### src/rtl/i2s_dsp_pkg.sv
// Shared definitions for the DSP-mode I2S RX and TX channels.
// Latency: n/a (types and constants only).
// Backpressure: n/a.
package i2s_dsp_pkg;

    localparam int I2S_WORD_W = 32;
    localparam int I2S_CNT_W  = 5;
    localparam int I2S_OFFS_W = 9;

    typedef enum logic [1:0] {
        ST_IDLE    = 2'd0,
        ST_WAIT_WS = 2'd1,
        ST_OFFSET  = 2'd2,
        ST_RUN     = 2'd3
    } dsp_state_e;

endpackage

### src/rtl/i2s_rx_dsp_outbuf.sv
// Two-slot ordered output buffer: ch0 word presented first, then ch1.
// Latency: a loaded word is visible in the cycle after the push edge.
// Backpressure: a push while any slot stays pending is dropped whole and flagged.
module i2s_rx_dsp_outbuf
    import i2s_dsp_pkg::*;
(
    input  logic                  sck_i,
    input  logic                  rstn_i,
    input  logic                  flush,
    input  logic                  push_vld,
    input  logic                  push_2ch,
    input  logic [I2S_WORD_W-1:0] push_ch0_dat,
    input  logic [I2S_WORD_W-1:0] push_ch1_dat,
    output logic                  push_ovf,
    output logic [I2S_WORD_W-1:0] out_dat,
    output logic                  out_vld,
    input  logic                  out_rdy
);

    logic [1:0]            slot_vld_q;
    logic [I2S_WORD_W-1:0] slot0_dat_q;
    logic [I2S_WORD_W-1:0] slot1_dat_q;
    logic                  pop0;
    logic                  pop1;
    logic                  pending;
    logic                  load;

    assign out_vld = |slot_vld_q;
    assign out_dat = slot_vld_q[0] ? slot0_dat_q :
                     slot_vld_q[1] ? slot1_dat_q : '0;

    // A slot leaving on this very edge does not count as pending, so a
    // completion coinciding with the last handshake is still accepted.
    assign pop0     = out_rdy & slot_vld_q[0];
    assign pop1     = out_rdy & ~slot_vld_q[0] & slot_vld_q[1];
    assign pending  = (slot_vld_q[0] & ~pop0) | (slot_vld_q[1] & ~pop1);
    assign push_ovf = push_vld & pending;
    assign load     = push_vld & ~pending;

    // Slot storage: drain on handshake, refill on accepted push, drop all on flush.
    always_ff @(posedge sck_i or negedge rstn_i) begin
        if (!rstn_i) begin
            slot_vld_q  <= '0;
            slot0_dat_q <= '0;
            slot1_dat_q <= '0;
        end else if (flush) begin
            slot_vld_q  <= '0;
            slot0_dat_q <= '0;
            slot1_dat_q <= '0;
        end else begin
            if (pop0) slot_vld_q[0] <= 1'b0;
            if (pop1) slot_vld_q[1] <= 1'b0;
            if (load) begin
                slot_vld_q[0] <= 1'b1;
                slot0_dat_q   <= push_ch0_dat;
                slot_vld_q[1] <= push_2ch;
                if (push_2ch) slot1_dat_q <= push_ch1_dat;
            end
        end
    end

endmodule

### src/rtl/i2s_rx_dsp_channel.sv
// DSP-mode I2S receiver: frame-sync, bit offset, 1-32 bit word assembly on 1 or 2 lines.
// Latency: word valid in the cycle after its last-bit edge; ch1 one cycle after ch0 handshake.
// Backpressure: valid/ready to the RX FIFO; a word completing while data is pending is dropped with fifo_err_o.
module i2s_rx_dsp_channel
    import i2s_dsp_pkg::*;
(
    input  logic                  sck_i,
    input  logic                  rstn_i,
    input  logic                  i2s_ch0_i,
    input  logic                  i2s_ch1_i,
    input  logic                  i2s_ws_i,
    output logic [I2S_WORD_W-1:0] fifo_data_o,
    output logic                  fifo_data_valid_o,
    input  logic                  fifo_data_ready_i,
    output logic                  fifo_err_o,
    input  logic                  cfg_en_i,
    input  logic                  cfg_2ch_i,
    input  logic [I2S_CNT_W-1:0]  cfg_num_bits_i,
    input  logic                  cfg_lsb_first_i,
    input  logic [I2S_OFFS_W-1:0] cfg_master_dsp_offset_i
);

    dsp_state_e            state_q, state_nxt, frame_state;
    logic [I2S_OFFS_W-1:0] offs_q, offs_nxt;
    logic [I2S_CNT_W-1:0]  bit_q, bit_nxt;
    logic [I2S_WORD_W-1:0] sr0_q, sr0_nxt, sr1_q, sr1_nxt;
    logic [I2S_WORD_W-1:0] asm0, asm1;
    logic                  err_q;
    logic                  word_done, resync_err, flush, push_ovf;
    logic                  bit_last, offs_last, ch1_bit;

    assign ch1_bit     = i2s_ch1_i & cfg_2ch_i;
    assign bit_last    = (bit_q == cfg_num_bits_i);
    assign offs_last   = ((offs_q + I2S_OFFS_W'(1)) == cfg_master_dsp_offset_i);
    assign frame_state = (cfg_master_dsp_offset_i == '0) ? ST_RUN : ST_OFFSET;
    assign fifo_err_o  = err_q;

    // Word contents including the bit on the current edge; registers start at 0 so upper bits stay clear.
    always_comb begin
        asm0 = sr0_q;
        asm1 = sr1_q;
        if (cfg_lsb_first_i) begin
            asm0[bit_q] = i2s_ch0_i;
            asm1[bit_q] = ch1_bit;
        end else begin
            asm0 = {sr0_q[I2S_WORD_W-2:0], i2s_ch0_i};
            asm1 = {sr1_q[I2S_WORD_W-2:0], ch1_bit};
        end
    end

    // Frame FSM: next state, counters and shift registers.
    always_comb begin
        state_nxt  = state_q;
        offs_nxt   = offs_q;
        bit_nxt    = bit_q;
        sr0_nxt    = sr0_q;
        sr1_nxt    = sr1_q;
        word_done  = 1'b0;
        resync_err = 1'b0;
        flush      = 1'b0;
        if (!cfg_en_i) begin
            state_nxt = ST_IDLE;
            offs_nxt  = '0;
            bit_nxt   = '0;
            sr0_nxt   = '0;
            sr1_nxt   = '0;
            flush     = 1'b1;
        end else begin
            case (state_q)
                ST_IDLE: state_nxt = ST_WAIT_WS;
                ST_WAIT_WS: begin
                    if (i2s_ws_i) begin
                        state_nxt = frame_state;
                        offs_nxt  = '0;
                        bit_nxt   = '0;
                        sr0_nxt   = '0;
                        sr1_nxt   = '0;
                    end
                end
                ST_OFFSET: begin
                    if (i2s_ws_i) begin
                        offs_nxt = '0;
                    end else if (offs_last) begin
                        state_nxt = ST_RUN;
                        bit_nxt   = '0;
                        sr0_nxt   = '0;
                        sr1_nxt   = '0;
                    end else begin
                        offs_nxt = offs_q + I2S_OFFS_W'(1);
                    end
                end
                ST_RUN: begin
                    if (i2s_ws_i && !bit_last) begin
                        // Sync arrived mid-word: drop the partial word and treat this edge as a new frame.
                        resync_err = 1'b1;
                        state_nxt  = frame_state;
                        offs_nxt   = '0;
                        bit_nxt    = '0;
                        sr0_nxt    = '0;
                        sr1_nxt    = '0;
                    end else if (bit_last) begin
                        word_done = 1'b1;
                        offs_nxt  = '0;
                        bit_nxt   = '0;
                        sr0_nxt   = '0;
                        sr1_nxt   = '0;
                        state_nxt = i2s_ws_i ? frame_state : ST_WAIT_WS;
                    end else begin
                        sr0_nxt = asm0;
                        sr1_nxt = asm1;
                        bit_nxt = bit_q + I2S_CNT_W'(1);
                    end
                end
                default: state_nxt = ST_IDLE;
            endcase
        end
    end

    // State, counter, shift-register and error-pulse registers.
    always_ff @(posedge sck_i or negedge rstn_i) begin
        if (!rstn_i) begin
            state_q <= ST_IDLE;
            offs_q  <= '0;
            bit_q   <= '0;
            sr0_q   <= '0;
            sr1_q   <= '0;
            err_q   <= 1'b0;
        end else begin
            state_q <= state_nxt;
            offs_q  <= offs_nxt;
            bit_q   <= bit_nxt;
            sr0_q   <= sr0_nxt;
            sr1_q   <= sr1_nxt;
            err_q   <= resync_err | push_ovf;
        end
    end

    i2s_rx_dsp_outbuf u_outbuf (
        .sck_i        (sck_i),
        .rstn_i       (rstn_i),
        .flush        (flush),
        .push_vld     (word_done),
        .push_2ch     (cfg_2ch_i),
        .push_ch0_dat (asm0),
        .push_ch1_dat (asm1),
        .push_ovf     (push_ovf),
        .out_dat      (fifo_data_o),
        .out_vld      (fifo_data_valid_o),
        .out_rdy      (fifo_data_ready_i)
    );

endmodule
### config.mk
export PLATFORM = sky130hd
export DESIGN_NAME = i2s_rx_dsp_channel
export DESIGN_NICKNAME = d
export VERILOG_FILES = /design/src/rtl/i2s_dsp_pkg.sv /design/src/rtl/i2s_rx_dsp_outbuf.sv /design/src/rtl/i2s_rx_dsp_channel.sv
export SDC_FILE = /design/constraint.sdc
export NUM_CORES = 1
export LEC_CHECK = 0
export BUFFER_PORTS_ARGS = -buffer_cell sky130_fd_sc_hd__buf_2
export CAP_MARGIN = 20
export CORE_ASPECT_RATIO = 1.4
export CORE_MARGIN = 2
export CORE_UTILIZATION = 60
export DETAILED_ROUTE_END_ITERATION = 7
export GPL_TIMING_DRIVEN = 0
export HOLD_SLACK_MARGIN = 0.08
export PLACE_DENSITY = 0.89
export SLEW_MARGIN = 40
export SYNTH_ARGS = -nofsm -noshare
export SYNTH_HDL_FRONTEND = slang
export SYNTH_SLANG_ARGS = --single-unit
### constraint.sdc
create_clock -name sck_i -period 6.05 [get_ports sck_i]
set_input_delay 1.815 -clock sck_i [delete_from_list [all_inputs] [get_ports sck_i]]
set_output_delay 1.815 -clock sck_i [all_outputs]
set_load 0.01 [all_outputs]
==> results of run 1 <==
[cell type report]
class,count,area (sq um),share of cell area
clock inverter,8,101,0.0109
buffer,83,413,0.0442
timing repair buffer,53,298,0.0319
tap,182,228,0.0244
clock buffer,23,488,0.0523
inverter,8,30.0,0.00322
sequential,147,3680,0.394
multi-input combinational,601,4100,0.439
[synthesized netlist by cell type (all sizes together), types with 2 or more instances]
library cell | instances | share of area
xor2 | 2 | 0.0021
clkbuf | 46 | 0.022
buf | 37 | 0.029
nand3b | 2 | 0.0018
inv | 8 | 0.0037
nand4b | 12 | 0.013
dfrtp | 147 | 0.45
nand4 | 6 | 0.0046
ha | 5 | 0.0076
mux2i | 96 | 0.12
o2bb2ai | 64 | 0.068
o211ai | 4 | 0.0037
or3 | 6 | 0.0049
o21ai | 107 | 0.065
and3 | 2 | 0.0018
a41oi | 2 | 0.0021
a21oi | 5 | 0.0031
nor2 | 17 | 0.0087
nor4b | 6 | 0.0082
nand3 | 50 | 0.031
nor3 | 11 | 0.0067
nor4bb | 6 | 0.0073
a31oi | 7 | 0.0053
a22o | 34 | 0.036
nor2b | 2 | 0.0015
xnor2 | 12 | 0.013
nand2 | 115 | 0.053
nor4 | 2 | 0.0015
[worst max-delay path: stages (launching register included)]
cell      delay, ns
dfrtp_1        0.36
clkbuf_1       0.24
nor2_1         0.38
clkbuf_1       0.57
a22o_1         0.25
buf_2          0.14
[power by group]
part / switching [mW] / total (mW) / internal (mW)
Sequential: 0.0146 / 1.01 / 0.994
Combinational: 0.170 / 0.245 / 0.0747
Clock: 0.409 / 1.06 / 0.648
Total: 0.594 / 2.31 / 1.72
[metal layers]
layer,track usage,vias up,part of all wire
met4,0.199,0,0.052
met1,0.397,3577,0.38
met2,0.541,377,0.51
met5,0,-,0
met3,0.0624,96,0.061
li1,-,3238,-
[cells in the final DEF (no fill, tap or decap), types with 17 or more instances in the layout]
| cell | synthesis | final |
|---|---|---|
| a22o_1 | 34 | 34 |
| nand2_1 | 115 | 115 |
| clkbuf_16 | 0 | 17 |
| buf_2 | 6 | 57 |
| nand3_1 | 50 | 50 |
| dfrtp_1 | 147 | 147 |
| o2bb2ai_1 | 64 | 64 |
| clkbuf_1 | 45 | 47 |
| o21ai_0 | 106 | 106 |
| mux2i_1 | 96 | 96 |
[worst paths after layout]
| kind | slack, ns | to | depth (start not counted) | start |
|---|---|---|---|---|
| worst max register to register | 3.22 | sr1_q[21] | 9 | offs_q[0] |
| min in group asynchronous | 1.35 | u_outbuf.slot1_dat_q[8] | 1 | rstn_i |
| worst min register to register | 0.50 | sr1_q[31] | 1 | sr1_q[31] |
| worst min-delay path | 0.50 | sr1_q[31] | 1 | sr1_q[31] |
| worst max-delay path | 1.87 | fifo_data_o[0] | 5 | u_outbuf.slot_vld_q[0] |
| max in group asynchronous | 3.94 | u_outbuf.slot1_dat_q[22] | 2 | rstn_i |
[sequential cells by signal, summed over array words and instances (netlist names)]
signal	count
bit_q	5
fifo_err_o	1
offs_q	9
sr0_q	32
sr1_q	32
state_q	2
u_outbuf.slot0_dat_q	32
u_outbuf.slot1_dat_q	32
u_outbuf.slot_vld_q	2
[cell families (layout without fill, tap and decap cells)]
kind of cell	Yosys count	in the layout	synth area share
buffers and inverters	91	175	0.0540
multiplexers	97	97	0.119
flip-flops	147	147	0.449
adder cells (fa/ha/maj)	6	6	0.00885
XOR/XNOR	14	14	0.0150
AND/OR/NAND/NOR	245	245	0.151
AO/OA/AOI/OAI	239	239	0.204
==> flow_summary_export.csv, run 1 <==
group,metric,value,unit
clock_tree,numCtsBuffers,17,
detailed_routing,routedWlPerCell,20.7,um
status,status,"complete, no violations",
place,portBuffers,52,
floorplan,number_of_placement_rows,50,
sta,max_slew_margin,0.383,
detailed_routing,vias,7288,
place,dp.cells,1074,
clock_tree,root_buffer,"clkbuf_16",
yosys,synth.ff_latch_count,147,
power_and_ir_drop,power.density,247,nW/um^2
final_layout,fin_nets,939,
sta,timing.final.max_slew_violations,0,
place,pre_cts_slack,1.95,ns
critical_path,worst_path_required,4.24,ns
power_and_ir_drop,peakVddDrop,0.215,mV
clock_tree,tritoncts,"done",
sta,max_slew.worst_pin.slew,0.912,ns
detailed_routing,drt.antenna.violating_nets,0,
critical_path,cp-end-kind,"output pin",
global_routing,first_pass_grt_wire_length,37000,um
critical_path,critPathLaunchType,"flop",
final_layout,diodes,0,
clock_tree,postCtsSetupBuffers,0,
critical_path,max_fo_critical_path,10,
sta,max_clock_freq,239,MHz
yosys,post_synth_instance_area,8200,sq um
clock_tree,cts.repair.resized,0,
detailed_routing,vias_per_cell,6.60,
final_layout,post-route-util,0.698,
global_routing,antenna_found_initial,0,
clock_tree,worst_skew_pair.late_latency,0.43,ns
detailed_routing,drt_wl_total,22900,um
final_layout,fin_area,9340,sq um
clock_tree,clkSinkCount,147,
clock_tree,clock_path_buffers,2,
detailed_routing,first_iter_violations,680,
power_and_ir_drop,cellLeakagePower,4.16,nW
place,placed_cell_area,8740,sq um
sta,fin_worst_hold_slack,0.497,ns
worst_hold_path,timing.hold.worst.class,"flop to flop",
sta,tns,0,ns
flow_run,max_cap_violations,0,
yosys,post_synth_num_cell_types,62,
yosys,syn-instance-count,839,
yosys,synth_seq_area_share,0.449,
global_routing,grt_max_degree,78,
sta,unrepaired_setup_endpoints_after_global_routing,"false",
floorplan,dieArea,14600,sq um
power_and_ir_drop,total_power,2.31,mW
critical_path,criticalPathCategory,"flop to output pin",
yosys,synth_warnings,0,
sta,setup_ws,1.87,ns
floorplan,floorplan.initialDensity,0.613,
final_layout,nFillCells,995,
sta,finalSetupViolCount,0,
global_routing,grt_pass1_vias,7446,
yosys,postSynth.asyncResetShare,1.00,
sta,post-route-min-period,4.18,ns
detailed_routing,post-route-drc-count,0,
global_routing,grt_use_total,0.329,
yosys,syn-mean-instance-area,9.77,sq um
final_layout,syn_to_final_growth,13.9,%
yosys,synthesis.nets,867,
clock_tree,htreeDepth,4,
final_layout,layout-drive-gt1-share,0.131,
floorplan,core_area,13400,sq um
final_layout,final-instance-count-excl-fill,1105,
place,place.gp.congestion,0.901,
sta,final_min_period_over_clock_period,0.691,
critical_path,cp.arrival,2.37,ns
yosys,synth_enable_flop_cells,0,
floorplan,die_w,103,um
place,dpl_hpwl,15500,um
sta,final_hold_viol_count,0,
floorplan,die_h,142,um
clock_tree,clk_slew_on_worst_s_h_paths,0.06,ns
sta,skew,0.0108,ns
global_routing,globalRoute.totalOverflow,0,
detailed_routing,drt_pre_antenna_iters,7,
yosys,synth_ff_type,"dfrtp_1",
floorplan,num_io_pins,57,
clock_tree,cts-hold-fix-buffers,0,
(Power assumes the default switching activity.)
==> run 2, diff against run 1 <==
Settings changed: ABC_AREA from default to 1.
Clock period 6.05 ns to 4.09 ns, I/O delays scaled along.
==> run 2 against run 1 <==
- sequential share of layout area shrank 0.058 points
- via count up 16%
- sequential power up 49%
- critical path depth grew 1
- power increased by 53%
- first-iteration DRC count grew 45%
- count of clock-buffer cells in the layout down 3
- register-to-register slack got worse by 1.8 ns
- setup slack got worse by 1.4 ns
- worst hold slack lost 0.027 ns
- utilization rose by 0.10 points
- die area grew 0.15%
==> flow_summary_export.csv, run 2 <==
group,metric,value,unit
status,status,"complete, no violations",
detailed_routing,drt_pre_antenna_iters,7,
place,placed_cell_area,8780,sq um
floorplan,dieArea,14700,sq um
sta,final_min_period_over_clock_period,0.876,
global_routing,grt_use_total,0.355,
critical_path,rr_startpoint,"bit_q[1]",
global_routing,first_pass_grt_wire_length,39800,um
clock_tree,numCtsBuffers,17,
power_and_ir_drop,switching_share,0.296,
global_routing,globalRoute.totalOverflow,0,
sta,max_slew_margin,0.440,
yosys,synth_top_cell_by_area,"dfrtp_1",
final_layout,final_cell_mix,"nand2_1, dfrtp_1, o21ai_0",
power_and_ir_drop,cellLeakagePower,4.68,nW
sta,final_hold_viol_count,0,
power_and_ir_drop,p_int,2.48,mW
critical_path,worstPathBufferInverterCount,4,
sta,max_clock_freq,279,MHz
power_and_ir_drop,peakVddDrop,0.425,mV
critical_path,worst_path_required,2.86,ns
floorplan,core_area,13400,sq um
yosys,synth_warnings,0,
power_and_ir_drop,power_switching,1.04,mW
yosys,netlist_top_cells_count,"nand2_1, dfrtp_1, o21ai_0, inv_1, nand3_1",
detailed_routing,met1_length,8810,um
yosys,post_synth_num_cell_types,34,
detailed_routing,routedWlPerCell,17.2,um
floorplan,die_w,103,um
clock_tree,cts-hold-fix-buffers,0,
yosys,synth_enable_flop_cells,0,
global_routing,grt_pass1_vias,8188,
place,place.gp.congestion,0.992,
yosys,synth_seq_area_share,0.448,
sta,unrepaired_setup_endpoints_after_global_routing,"false",
critical_path,critPathLaunchType,"flop",
final_layout,mostFrequentLayoutCell,"nand2_1",
power_and_ir_drop,seq_power_share,0.426,
floorplan,floorplan.initialDensity,0.613,
critical_path,max_fo_critical_path,10,
clock_tree,cts.repair.resized,0,
detailed_routing,drt_wl_total,24800,um
floorplan,die_h,142,um
detailed_routing,vias,8464,
detailed_routing,dr_wl_met2,11900,um
critical_path,reg2reg_to,"u_outbuf.slot1_dat_q[22]",
critical_path,cpPeakStageDelay,0.69,ns
yosys,syn-instance-count,1177,
yosys,synth_ff_type,"dfrtp_1",
critical_path,critPathTopFamily,"buffers and inverters",
detailed_routing,first_iter_violations,985,
power_and_ir_drop,power.density,377,nW/um^2
final_layout,fin_area,9350,sq um
critical_path,cp.arrival,2.36,ns
critical_path,path_depth,6,
place,dpl_hpwl,17600,um
critical_path,crit_top_cell,"clkbuf_1",
power_and_ir_drop,pwr-share-comb,0.141,
critical_path,criticalPathCategory,"flop to output pin",
worst_hold_path,timing.hold.worst.class,"flop to flop",
global_routing,grt_max_degree,75,
clock_tree,clkSinkCount,147,
final_layout,fin_nets,1280,
detailed_routing,routed-wl-met3,2110,um
clock_tree,clk_slew_on_worst_s_h_paths,0.06,ns
detailed_routing,post-route-drc-count,0,
detailed_routing,drt.antenna.violating_nets,0,
yosys,syn-mean-instance-area,6.98,sq um
clock_tree,clock_path_buffers,2,
clock_tree,worst_skew_pair.late_latency,0.43,ns
critical_path,path_cells,"inv_1, clkbuf_1, clkbuf_1, nand3_1, o21ai_0, buf_2",
yosys,synth.ff_latch_count,147,
sta,skew,0.00699,ns
final_layout,layout-drive-gt1-share,0.0917,
detailed_routing,top_signal_layer_used,"met4",
flow_run,max_cap_violations,0,
worst_hold_path,hold-path-cell-count,2,
yosys,post_synth_instance_area,8210,sq um
sta,finalSetupViolCount,0,
global_routing,antenna_found_initial,0,
sta,timing.final.max_slew_violations,0,
critical_path,rrSetupSlack,1.46,ns
detailed_routing,vias_per_cell,5.85,
clock_tree,root_buffer,"clkbuf_16",
sta,tns,0,ns
clock_tree,tritoncts,"done",
floorplan,number_of_placement_rows,50,
final_layout,syn_to_final_growth,13.9,%
worst_hold_path,hold_path_endpoint,"sr0_q[31]",
yosys,postSynth.asyncResetShare,1.00,
power_and_ir_drop,clockPowerShare,0.433,
sta,post-route-min-period,3.58,ns
clock_tree,htreeDepth,4,
sta,max_slew.worst_pin.slew,0.840,ns
final_layout,diodes,0,
worst_hold_path,hp-start,"sr0_q[31]",
yosys,yosys.cell_count.top_type,"nand2_1",
yosys,cell_types_with_the_largest_area_share_after_synthesis,"dfrtp_1, nand2_1, o21ai_0, nand3_1, inv_1",
critical_path,worst-r2r-cell-count,10,
critical_path,cp-end-kind,"output pin",
clock_tree,postCtsSetupBuffers,0,
yosys,yosysTopAreaCellShare,0.448,
yosys,synthesis.nets,1205,
floorplan,num_io_pins,57,
place,portBuffers,54,
critical_path,worst_path_max_delay_cell,"clkbuf_1",
[run 2: changes by cell type after synthesis, sizes merged, moves of 19 or more]
cell,change
nand2,+331
mux2i,-96
inv,+94
nor2,+64
o2bb2ai,-64
a21oi,+38
nand3,+38
a22o,-34
o21ai,+26
buf,-19
[run 2: worst register-to-register path, delay by kind of cell (launching register included)]
kind / cells / cell delay, ns
buffers and inverters: 3 / 0.64
flip-flops: 1 / 0.44
AND/OR/NAND/NOR: 7 / 1.50
[run 2: metal layers]
layer,global-route usage,vias up
li1,-,3925
met1,0.398,3892
met2,0.571,497
met3,0.0845,150
met4,0.274,0
met5,0,-
[run 2: kinds of logic after synthesis]
| kind of cell | synth area share |
|---|---|
| flip-flops | 0.448 |
| AO/OA/AOI/OAI | 0.137 |
| XOR/XNOR | 0.00747 |
| adder cells (fa/ha/maj) | 0.00762 |
| AND/OR/NAND/NOR | 0.320 |
| buffers and inverters | 0.0801 |
[run 2: cell type report]
class,count,area [sq um]
plain buffers,63,268
multi-input cells,863,3880
repair buffers,56,335
fillers,1099,4040
clock buffers,20,457
inverters,104,390
flip-flops and latches,147,3680
well taps,182,228
clock inverters,12,120
[run 2: how the worst max path moves through the flow]
stage / start / end / slack [ns]
final: u_outbuf.slot_vld_q[0] / fifo_data_o[22] / 0.51
after global routing: u_outbuf.slot_vld_q[0] / fifo_data_o[22] / 0.36
after CTS: u_outbuf.slot_vld_q[0] / fifo_data_o[22] / 0.53
after detailed placement: cfg_num_bits_i[0] / u_outbuf.slot0_dat_q[19] / 0.74
after global placement: rstn_i / u_outbuf.slot0_dat_q[9] / -0.34
after floorplan: i2s_ws_i / bit_q[2] / 1.54
[run 2: power groups by stage]
stage                     sequential, mW  clock [mW]  combinational, mW
after detailed placement            1.53           0              0.481
after global placement              1.53           0              0.466
after global routing                1.50        1.59              0.538
after CTS                           1.50        1.52              0.484
after floorplan                     1.52           0              0.300
final                               1.50        1.53              0.497
[run 2: through the flow]
step | util | hold WS [ns] | power, mW | setup slack, ns | std cells
3_5_place_dp | 0.656 | 0.458 | 2.01 | 0.739 | 1415
5_1_grt | 0.699 | 0.495 | 3.63 | 0.363 | 1447
2_1_floorplan | - | 0.437 | 1.82 | 1.54 | 1177
6_report | 0.699 | 0.470 | 3.53 | 0.508 | 1447
4_1_cts | 0.699 | 0.472 | 3.51 | 0.525 | 1447
3_3_place_gp | 0.651 | 0.450 | 1.99 | -0.344 | 1413
